[config.mk]
export PLATFORM = sky130hd
export DESIGN_NAME = multichan_frame_rx
export DESIGN_NICKNAME = d
export VERILOG_FILES = /design/src/rtl/multichan_frame_rx_pkg.sv /design/src/rtl/chan_fifo.sv /design/src/rtl/multichan_frame_rx.sv
export SDC_FILE = /design/constraint.sdc
export NUM_CORES = 2
export LEC_CHECK = 0
export CORE_MARGIN = 2
export CORE_UTILIZATION = 60
export DETAILED_ROUTE_END_ITERATION = 10
export MAX_ROUTING_LAYER = met4
export PLACE_DENSITY = 0.87
export SYNTH_ARGS = -nofsm -noshare
export SYNTH_HDL_FRONTEND = slang
export SYNTH_HIERARCHICAL = 1
export SYNTH_SLANG_ARGS = --single-unit
[constraint.sdc]
create_clock -name CLK -period 22.8 [get_ports CLK]
set_clock_uncertainty 0.1 [all_clocks]
set_input_delay 2.28 -clock CLK [delete_from_list [all_inputs] [get_ports CLK]]
set_output_delay 2.28 -clock CLK [all_outputs]
set_load 0.01 [all_outputs]
[src/rtl/multichan_frame_rx_pkg.sv]
// Shared definitions for the multichannel receive deframer: word-class prefixes,
// rejection codes and the deframing FSM state encoding.
package multichan_frame_rx_pkg;

    localparam logic [2:0] PFX_HEAD = 3'b100;
    localparam logic [2:0] PFX_CHAN = 3'b101;
    localparam logic [2:0] PFX_LEN  = 3'b110;
    localparam logic [2:0] PFX_END  = 3'b111;

    localparam logic [2:0] ERR_CLASS = 3'd1;
    localparam logic [2:0] ERR_LEN   = 3'd2;
    localparam logic [2:0] ERR_CSUM  = 3'd3;
    localparam logic [2:0] ERR_ID    = 3'd4;
    localparam logic [2:0] ERR_FULL  = 3'd5;

    typedef enum logic [2:0] {
        ST_IDLE = 3'd0,
        ST_CHAN = 3'd1,
        ST_LEN  = 3'd2,
        ST_DATA = 3'd3,
        ST_CSUM = 3'd4,
        ST_END  = 3'd5
    } rx_state_e;

    // Largest legal length field: bounded by the payload store and by the field width.
    function automatic int max_len(input int message_bit, input int len_bit);
        int by_msg;
        int by_field;
        by_msg   = message_bit / 8;
        by_field = (1 << len_bit) - 1;
        return (by_msg < by_field) ? by_msg : by_field;
    endfunction

endpackage

[src/rtl/chan_fifo.sv]
// Single-clock first-word-fall-through FIFO; a pop on empty is ignored and a
// push while full is accepted only when a pop frees a slot in the same cycle.
module chan_fifo #(
    parameter int WIDTH     = 8,
    parameter int DEPTH_BIT = 2
) (
    input  logic             clk,
    input  logic             rst_n,
    input  logic             push,
    input  logic [WIDTH-1:0] push_data,
    input  logic             pop,
    output logic [WIDTH-1:0] head,
    output logic             full,
    output logic             empty
);

    localparam int DEPTH = 1 << DEPTH_BIT;

    logic [WIDTH-1:0]     mem_q [DEPTH];
    logic [DEPTH_BIT-1:0] wr_ptr_q, wr_ptr_d;
    logic [DEPTH_BIT-1:0] rd_ptr_q, rd_ptr_d;
    logic [DEPTH_BIT:0]   count_q, count_d;
    logic                 do_push;
    logic                 do_pop;

    assign empty   = (count_q == '0);
    assign full    = (count_q == (DEPTH_BIT + 1)'(DEPTH));
    assign do_pop  = pop & ~empty;
    assign do_push = push & (~full | do_pop);
    assign head    = mem_q[rd_ptr_q];

    always_comb begin
        wr_ptr_d = wr_ptr_q;
        rd_ptr_d = rd_ptr_q;
        count_d  = count_q;
        if (do_push) begin
            wr_ptr_d = wr_ptr_q + 1'b1;
        end
        if (do_pop) begin
            rd_ptr_d = rd_ptr_q + 1'b1;
        end
        count_d = count_q + (DEPTH_BIT + 1)'(do_push) - (DEPTH_BIT + 1)'(do_pop);
    end

    always_ff @(posedge clk) begin
        if (!rst_n) begin
            wr_ptr_q <= '0;
            rd_ptr_q <= '0;
            count_q  <= '0;
        end else begin
            wr_ptr_q <= wr_ptr_d;
            rd_ptr_q <= rd_ptr_d;
            count_q  <= count_d;
        end
    end

    always_ff @(posedge clk) begin
        if (do_push) begin
            mem_q[wr_ptr_q] <= push_data;
        end
    end

endmodule

[src/rtl/multichan_frame_rx.sv]
// Receive-side deframer: validates HEAD/CHAN/LEN/DATA/CSUM/END link words and
// delivers good messages as {len, payload} into per-channel FWFT FIFOs.
module multichan_frame_rx
    import multichan_frame_rx_pkg::*;
#(
    parameter int PACKET_SIZE = 8,
    parameter int MESSAGE_BIT = 256,
    parameter int LEN_BIT     = 5,
    parameter int CHANNEL_BIT = 1,
    parameter int DEPTH_BIT   = 2
) (
    input  logic                                                  CLK,
    input  logic                                                  RST,
    input  logic                                                  recv_valid,
    input  logic [PACKET_SIZE-1:0]                                recv_data,
    input  logic [(1<<CHANNEL_BIT)-1:0]                           read_flags,
    output logic [(1<<CHANNEL_BIT)*(MESSAGE_BIT+LEN_BIT)-1:0]     read_datas,
    output logic [(1<<CHANNEL_BIT)-1:0]                           readable,
    output logic                                                  frame_ok,
    output logic                                                  frame_err,
    output logic [2:0]                                            err_code,
    output logic [15:0]                                           drop_count,
    output logic [2:0]                                            dbg_state
);

    localparam int CHANNEL = 1 << CHANNEL_BIT;
    localparam int WORD_W  = MESSAGE_BIT + LEN_BIT;
    localparam int MAX_LEN = max_len(MESSAGE_BIT, LEN_BIT);
    localparam int CNT_W   = 16;

    // recv_valid qualifies recv_data for exactly one cycle; there is no back-pressure.
    rx_state_e            state_q, state_d;
    logic [4:0]           id_q, id_d;
    logic [CHANNEL_BIT-1:0] ch_q, ch_d;
    logic [LEN_BIT-1:0]   len_q, len_d;
    logic [MESSAGE_BIT-1:0] buf_q, buf_d;
    logic [CNT_W-1:0]     cnt_q, cnt_d;
    logic [6:0]           csum_q, csum_d;
    logic                 frame_ok_q, frame_ok_d;
    logic                 frame_err_q, frame_err_d;
    logic [2:0]           err_code_q, err_code_d;
    logic [15:0]          drop_count_q, drop_count_d;

    logic [2:0]           pfx;
    logic                 is_data;
    logic [4:0]           f_id;
    logic [CHANNEL_BIT-1:0] f_ch;
    logic [LEN_BIT-1:0]   f_len;
    logic [6:0]           f_pay;
    logic [CNT_W-1:0]     len_bits;
    logic [CNT_W-1:0]     cnt_next;
    logic [MESSAGE_BIT-1:0] ins_bits;
    logic [MESSAGE_BIT-1:0] pay_mask;
    logic [WORD_W-1:0]    push_word;

    logic [CHANNEL-1:0]   fifo_push;
    logic [CHANNEL-1:0]   fifo_full;
    logic [CHANNEL-1:0]   fifo_empty;
    logic                 can_push;

    logic                 start;
    logic                 class_err;
    logic                 err_ev;
    logic [2:0]           err_val;
    logic                 do_push;

    assign pfx      = recv_data[PACKET_SIZE-1 -: 3];
    assign is_data  = ~recv_data[PACKET_SIZE-1];
    assign f_id     = recv_data[4:0];
    assign f_ch     = recv_data[CHANNEL_BIT-1:0];
    assign f_len    = recv_data[LEN_BIT-1:0];
    assign f_pay    = recv_data[6:0];

    assign len_bits = CNT_W'(len_q) << 3;
    assign cnt_next = cnt_q + CNT_W'(7);
    // Bits of the last DATA word that spill past the store simply fall off the shift.
    assign ins_bits = MESSAGE_BIT'(f_pay) << cnt_q;
    assign pay_mask = ~({MESSAGE_BIT{1'b1}} << len_bits);
    assign push_word = {len_q, buf_q & pay_mask};

    // A pop in the END cycle frees the slot that the push then uses.
    assign can_push = ~fifo_full[ch_q] | (read_flags[ch_q] & ~fifo_empty[ch_q]);

    always_comb begin
        state_d   = state_q;
        id_d      = id_q;
        ch_d      = ch_q;
        len_d     = len_q;
        buf_d     = buf_q;
        cnt_d     = cnt_q;
        csum_d    = csum_q;
        start     = 1'b0;
        class_err = 1'b0;
        err_ev    = 1'b0;
        err_val   = 3'd0;
        do_push   = 1'b0;

        if (recv_valid) begin
            unique case (state_q)
                ST_IDLE: begin
                    if (pfx == PFX_HEAD) begin
                        start = 1'b1;
                    end
                end
                ST_CHAN: begin
                    if (pfx == PFX_CHAN) begin
                        ch_d    = f_ch;
                        state_d = ST_LEN;
                    end else begin
                        class_err = 1'b1;
                    end
                end
                ST_LEN: begin
                    if (pfx == PFX_LEN) begin
                        if ((f_len != '0) && (int'(f_len) <= MAX_LEN)) begin
                            len_d   = f_len;
                            state_d = ST_DATA;
                        end else begin
                            err_ev  = 1'b1;
                            err_val = ERR_LEN;
                            state_d = ST_IDLE;
                        end
                    end else begin
                        class_err = 1'b1;
                    end
                end
                ST_DATA: begin
                    if (is_data) begin
                        buf_d  = buf_q | ins_bits;
                        cnt_d  = cnt_next;
                        csum_d = csum_q ^ f_pay;
                        if (cnt_next >= len_bits) begin
                            state_d = ST_CSUM;
                        end
                    end else begin
                        class_err = 1'b1;
                    end
                end
                ST_CSUM: begin
                    if (is_data) begin
                        if (recv_data == PACKET_SIZE'(csum_q)) begin
                            state_d = ST_END;
                        end else begin
                            err_ev  = 1'b1;
                            err_val = ERR_CSUM;
                            state_d = ST_IDLE;
                        end
                    end else begin
                        class_err = 1'b1;
                    end
                end
                ST_END: begin
                    if (pfx == PFX_END) begin
                        state_d = ST_IDLE;
                        if (f_id != id_q) begin
                            err_ev  = 1'b1;
                            err_val = ERR_ID;
                        end else if (can_push) begin
                            do_push = 1'b1;
                        end else begin
                            err_ev  = 1'b1;
                            err_val = ERR_FULL;
                        end
                    end else begin
                        class_err = 1'b1;
                    end
                end
                default: state_d = ST_IDLE;
            endcase

            // A stray HEAD is both an error for the old frame and the start of a new one.
            if (class_err) begin
                err_ev  = 1'b1;
                err_val = ERR_CLASS;
                if (pfx == PFX_HEAD) begin
                    start = 1'b1;
                end else begin
                    state_d = ST_IDLE;
                end
            end

            if (start) begin
                id_d    = f_id;
                buf_d   = '0;
                cnt_d   = '0;
                csum_d  = '0;
                state_d = ST_CHAN;
            end
        end

        frame_ok_d   = do_push;
        frame_err_d  = err_ev;
        err_code_d   = err_ev ? err_val : err_code_q;
        drop_count_d = (err_ev && (drop_count_q != 16'hFFFF)) ? drop_count_q + 16'd1 : drop_count_q;
    end

    always_ff @(posedge CLK) begin
        if (!RST) begin
            state_q      <= ST_IDLE;
            id_q         <= '0;
            ch_q         <= '0;
            len_q        <= '0;
            buf_q        <= '0;
            cnt_q        <= '0;
            csum_q       <= '0;
            frame_ok_q   <= 1'b0;
            frame_err_q  <= 1'b0;
            err_code_q   <= 3'd0;
            drop_count_q <= 16'd0;
        end else begin
            state_q      <= state_d;
            id_q         <= id_d;
            ch_q         <= ch_d;
            len_q        <= len_d;
            buf_q        <= buf_d;
            cnt_q        <= cnt_d;
            csum_q       <= csum_d;
            frame_ok_q   <= frame_ok_d;
            frame_err_q  <= frame_err_d;
            err_code_q   <= err_code_d;
            drop_count_q <= drop_count_d;
        end
    end

    assign fifo_push = do_push ? (CHANNEL'(1) << ch_q) : '0;

    for (genvar k = 0; k < CHANNEL; k++) begin : g_chan
        chan_fifo #(
            .WIDTH    (WORD_W),
            .DEPTH_BIT(DEPTH_BIT)
        ) u_fifo (
            .clk      (CLK),
            .rst_n    (RST),
            .push     (fifo_push[k]),
            .push_data(push_word),
            .pop      (read_flags[k]),
            .head     (read_datas[k*WORD_W +: WORD_W]),
            .full     (fifo_full[k]),
            .empty    (fifo_empty[k])
        );
    end

    assign readable   = ~fifo_empty;
    assign frame_ok   = frame_ok_q;
    assign frame_err  = frame_err_q;
    assign err_code   = err_code_q;
    assign drop_count = drop_count_q;
    assign dbg_state  = state_q;

endmodule

# Yosys cells after proc, flatten, opt, wreduce, memory -nomap -nowiden
# Memory sizes are Yosys's and may differ from the RTL's. A register that Yosys moved wholly into a read port is not among the register bits.
# Cells that the tools add are included.
[word_totals]
out_inout_bits = 548
word_cells = 151
ramBits = 2088
mem_count = 2
reg_bits = 328
[classes]
shift = 3
bitwise_logic = 19
n_mux = 72
n_addsub = 10
eq_ne = 15
magnitude_cmp = 2
reduce_logical = 11
[mem_list]
columns = ["memory", "depth", "width", "read_ports", "rd_clocked_by_memory_dff", "write_ports", "line_no", "text"]
rows = [
  ["g_chan[0].u_fifo.mem_q", 4, 261, 1, 1, 1, "chan_fifo.sv:19", "logic [WIDTH-1:0] mem_q [DEPTH];"],
  ["g_chan[1].u_fifo.mem_q", 4, 261, 1, 1, 1, "chan_fifo.sv:19", ""],
]
[op_table]
columns = ["op", "count"]
rows = [
  ["$mux 256", 3],
  ["$and 256x256->256", 1],
  ["$not 256->256", 1],
  ["$or 256x256->256", 1],
  ["$shl 256x8->256 const A", 1],
  ["$shl 7x16->256", 1],
  ["$mux 16", 3],
  ["$mux 3", 15],
  ["$mux 1", 34],
  ["$eq 3x3->1 const B", 8],
  ["$mux 7", 3],
  ["$mux 2", 10],
  ["$pmux 3 s6", 1],
  ["$add 16x1->16 const B", 1],
  ["$add 16x3->16 const B", 1],
  ["$ge 16x8->1", 1],
  ["$ne 16x16->1 const B", 1],
  ["$logic_not 3->1", 3],
  ["$pmux 3 s3", 1],
  ["$add 2x1->2 const B", 4],
  ["$eq 8x7->1", 1],
  ["$xor 7x7->7", 1],
  ["$add 3x1->3", 2],
  ["$eq 3x2->1 const B", 2],
  ["other kinds (19)", 32],
]

# Logic depth before layout (Yosys ltp)
[depth]
depth_word = 15
depth_mapped = 15
depth_no_buf = 12

# Cells and area by module
# Netlist, hierarchy kept.
[modules_own_cells]
columns = ["module", "n_inst", "area_per_inst_um2", "cells_each", "seq_area_each_um2"]
rows = [
  ["chan_fifo at g_chan[0].u_fifo", 1, 38125.3, 1415, 31530.2],
  ["chan_fifo at g_chan[1].u_fifo", 1, 38124.1, 1414, 31530.2],
  ["multichan_frame_rx", 1, 14023.4, 1683, 6125.9],
]

# Least setup slack after synthesis
# No wires, ideal clock.
[synth_path]
path_kind = "input port to flip-flop"
start = "input recv_data[5]"
end = "memory g_chan[0].u_fifo/mem_q[0][0] (netlist bit), enable pin"
t_arrival_ps = 9663
required_time_ps = 22045
cell_stages = 8
setup_ps = 655
path_buffers = 1
slack_ps = 12382
cell_sequence = "buf_2 -> nand4_1 -> or3b_1 -> nand3b_1 -> nor2_1 -> nor2b_1 -> a21boi_2 -> and2_1"
[synth_between]
elab_chain_len = 8
[synth_rtl]
columns = ["item", "line_no", "text"]
rows = [
  ["start: declaration", "multichan_frame_rx.sv:15", "input logic [PACKET_SIZE-1:0] recv_data,"],
  ["$eq 3x3->1", "multichan_frame_rx.sv:153", "if (pfx == PFX_END) begin"],
  ["$mux 1", "multichan_frame_rx.sv:153", ""],
  ["$mux 1", "multichan_frame_rx.sv:99", "unique case (state_q)"],
  ["$mux 1", "multichan_frame_rx.sv:98", "if (recv_valid) begin"],
  ["$mux 2", "multichan_frame_rx.sv:225", "assign fifo_push = do_push ? (CHANNEL'(1) << ch_q) : '0;"],
  ["named net fifo_push[0]", "multichan_frame_rx.sv:56", "logic [CHANNEL-1:0] fifo_push;"],
  ["$and 1x1->1", "chan_fifo.sv:29", "assign do_push = push & (~full | do_pop);"],
  ["named net g_chan[0].u_fifo.do_push", "chan_fifo.sv:23", "logic do_push;"],
  ["$mux 1", "chan_fifo.sv:58", "if (do_push) begin"],
  ["$mux 1 (implied by the code)", "chan_fifo.sv:59", "mem_q[wr_ptr_q] <= push_data;"],
  ["end: declaration", "chan_fifo.sv:19", ""],
]
# The timed path passes the listed nets, and every way through them passes these cells.

==> impl_metrics.toml <==
[sta]
hold_ws_ns = 0.3493
grt_setup_unrepaired = "no"
min_period_over_period = 0.3595
final-setup-viol-count = 0
setup_tns_ns = 0
timing.final.ws_setup_ns = 14.60
fin_crit_ns = 8.196
drv_slew = 0
tightest_slew_ns = 1.441
hold_viol_final = 0
relSlewSlack = 0.03211
fmax_ghz = 0.1220

[routing]
drc = 0
antenna_left = 0
drt_iter0_markers = 7599
first_pass_iters = 6
drt-wirelength-per-cell_um = 34.59
via_per_inst = 6.686
wl_um = 257000
num_vias = 49662

[floorplan]
initial_utilization = 0.6034
core_mm2 = 0.1496
placementRows = 142
io_pins = 561
die_area_mm2 = 0.1536
die_w_um = 391.9
die_h_um = 391.9

[clocking]
post_cts_resized = 0
cts_tree = "done"
clk_pin_slew_ns = 0.06
cts.htree.levels = 4
root_buffer = "clkbuf_16"
cts_setup_buffers = 0
cts-hold-fix-buffers = 0
cts_sinks = 2412
cts_buffers = 221
clock_latency_ns = 0.91
ctsLongestPathBuffers = 3

[critical_path]
path_class = "flip-flop to output port"
path_delay_family = "buffers and inverters"
crit_chain = "buf_4 -> buf_4 -> buf_4 -> mux4_2 -> clkdlybuf4s50_1"
slowest_stage = "buf_4"
endpoint_kind = "output port"
cpMostUsedCell = "buf_4"
crit_required_ns = 20.42
reg2reg_from = "dbg_state[0]"
max_stage_delay_ns = 0.92
critPathMaxFanout = 47
cp-start-kind = "flip-flop"
cp.arrival_ns = 5.82
cp_num_buf_inv = 4

[synth]
ys_warn_count = 6
synth_edf_count = 2088
syn_inst = 4512
yosysSeqAreaShare = 0.7664
ys_ff_latch = 2412
async_flop_share = 0
synth_cell_types = 91
syn_avg_cell_area_um2 = 20.01
ys.flop_type = "edfxtp_1"
synth_area_mm2 = 0.09027

[placement]
dp.cells = 6992
hpwl_um = 150900
port_buffers = 560
dp_slack_ns = 14.93
gp_congestion = 0.9071

[run_status]
outcome = "complete, no violations"

[grt]
first_global_vias = 49553
grt_max_degree = 129
grt.overflow.total = 0
grt_use_total = 0.3453
antenna_found_initial = 16
grt_first_pass_wirelength_um = 361700

[final_layout]
drive_above_1_share = 0.1881
fin_cells = 7428
final_nets = 5234
area_growth_pct = 17.21
fillers = 8338

[power]
power.density_mw_per_mm2 = 88.58
p_leak_nw = 37.79
ir_drop_v = 0.00008859

[hold_path]
hold_path_class = "flip-flop to flip-flop"
hold_start = "buf_q[180]"

[run]
max-cap-violations = 0
==> kinds of logic (layout without fill, tap and decap cells) <==
| group | after synthesis | after routing | synth area share |
|---|---|---|---|
| DFF | 2412 | 2412 | 0.7664 |
| muxes | 566 | 566 | 0.1360 |
| adders and majority gates | 22 | 22 | 0.003216 |
| xor gates and xnor gates | 24 | 24 | 0.002328 |
| and+or+nand+nor | 819 | 819 | 0.04742 |
| buffers and inverters | 260 | 1081 | 0.01595 |
| AOI/OAI and AO/OA | 408 | 408 | 0.02861 |
| other | 1 | 80 | 0.00004154 |
==> cell usage after synthesis (6+ instances only) <==
library cell	number	area, µm²
a22oi_1	8	60.06
nor2_1	268	1006
buf_1	9	33.78
o21a_1	6	45.04
ha_1	20	250.2
or3_1	10	62.56
edfxtp_1	2088	62700
buf_2	92	460.4
clkbuf_1	77	289.0
inv_1	30	112.6
a31oi_1	11	68.82
or4_1	7	52.55
mux2i_1	30	300.3
o31ai_1	12	90.09
a221oi_1	9	78.83
nand2b_1	18	112.6
dfxtp_1	324	6486
nor2b_1	85	531.8
o22ai_1	12	75.07
xor2_1	16	140.1
xnor2_1	8	70.07
nand4_1	12	75.07
o21ai_0	37	185.2
nand2_1	99	371.6
a21oi_1	211	1056
mux2_2	6	67.56
buf_6	45	506.7
nor4_1	7	43.79
and3_1	28	175.2
a22o_1	54	473.0
nand3b_1	9	67.56
and2_1	180	1126
nor3_1	37	185.2
nand3_1	21	105.1
mux4_2	527	11870
==> worst min-delay path, stage by stage, from the launching register on <==
cell	delay [ns]
dfxtp_1	0.32
nand2_1	0.04
o21ai_0	0.05
==> stage by stage <==
stage	util	power (mW)	instance area [µm²]
after floorplan	-	5.450	90510
after global placement	0.6558	5.573	98100
after detailed placement	0.6558	5.582	98100
after CTS	0.7070	9.402	105800
after global routing	0.7073	9.582	105800
final	0.7073	9.373	105800
==> placed cells by master (no fill, tap or decap), types with 12 or more instances in the layout <==
master,netlist,final
nor3_1,37,37
bufinv_16,0,32
nor2b_1,85,85
and3_1,28,28
edfxtp_1,2088,2088
buf_4,3,65
a22o_1,54,54
nand2b_1,18,18
diode_2,0,16
clkinvlp_4,0,12
and2_1,180,172
conb_1,1,64
mux4_2,527,527
o21ai_0,37,37
dfxtp_1,324,316
nand4_1,12,12
nor2_1,268,259
ha_1,20,20
a21oi_1,211,210
nand2_1,99,98
clkdlybuf4s50_1,0,560
clkinv_2,0,44
inv_1,30,30
clkbuf_16,0,223
clkinv_1,3,46
clkbuf_1,77,40
o31ai_1,12,12
mux2i_1,30,30
xor2_1,16,16
nand3_1,21,21
==> final cells by class <==
class / count / area (µm²) / share of cell area
flip-flops and latches: 2412 / 69210 / 0.6541
multi-input cells: 1903 / 20110 / 0.1901
repair buffers: 627 / 6133 / 0.05797
clock buffers: 267 / 5786 / 0.05468
well taps: 2016 / 2522 / 0.02384
clock inverters: 153 / 1878 / 0.01775
inverters: 34 / 127.6 / 0.001206
diodes: 16 / 40.04 / 0.0003784
==> worst paths after layout <==
| path | endpoint | slack (ns) | cells after the start |
|---|---|---|---|
| setup / recovery | read_datas[23] | 14.60 | 5 |
| hold / removal | buf_q[180] | 0.35 | 2 |
| setup reg to reg | g_chan[1].u_fifo/mem_q[0][215] | 17.19 | 9 |
| hold reg to reg | buf_q[180] | 0.35 | 2 |
==> layer usage <==
layer  vias to the layer above  wire length (µm)  GRT usage  share of wire
li1                      19415                 -          -              -
met1                     25421             85490     0.4344           0.33
met2                      4042            125400     0.5338           0.49
met3                       784             28320    0.06670           0.11
met4                         0             17740     0.1955          0.069
met5                         -                 0          -              0
==> state kept, by name, indices dropped and copies added, names as in the netlist, named ones only <==
name                    count
dbg_state                   3
g_chan.u_fifo/wr_ptr_q      4
id_q                        5
cnt_q                      16
csum_q                      7
buf_q                     248
drop_count                 16
g_chan.u_fifo/rd_ptr_q      4
g_chan.u_fifo/count_q       6
frame_err                   1
frame_ok                    1
g_chan.u_fifo/mem_q      2088
ch_q                        1
err_code                    3
len_q                       5
==> where the power goes <==
group	switching [mW]	internal, mW
sequential	0.0526	4.73
combinational	0.370	0.327
clock	1.70	2.19
No activity file was read; power rests on OpenSTA's default activity.
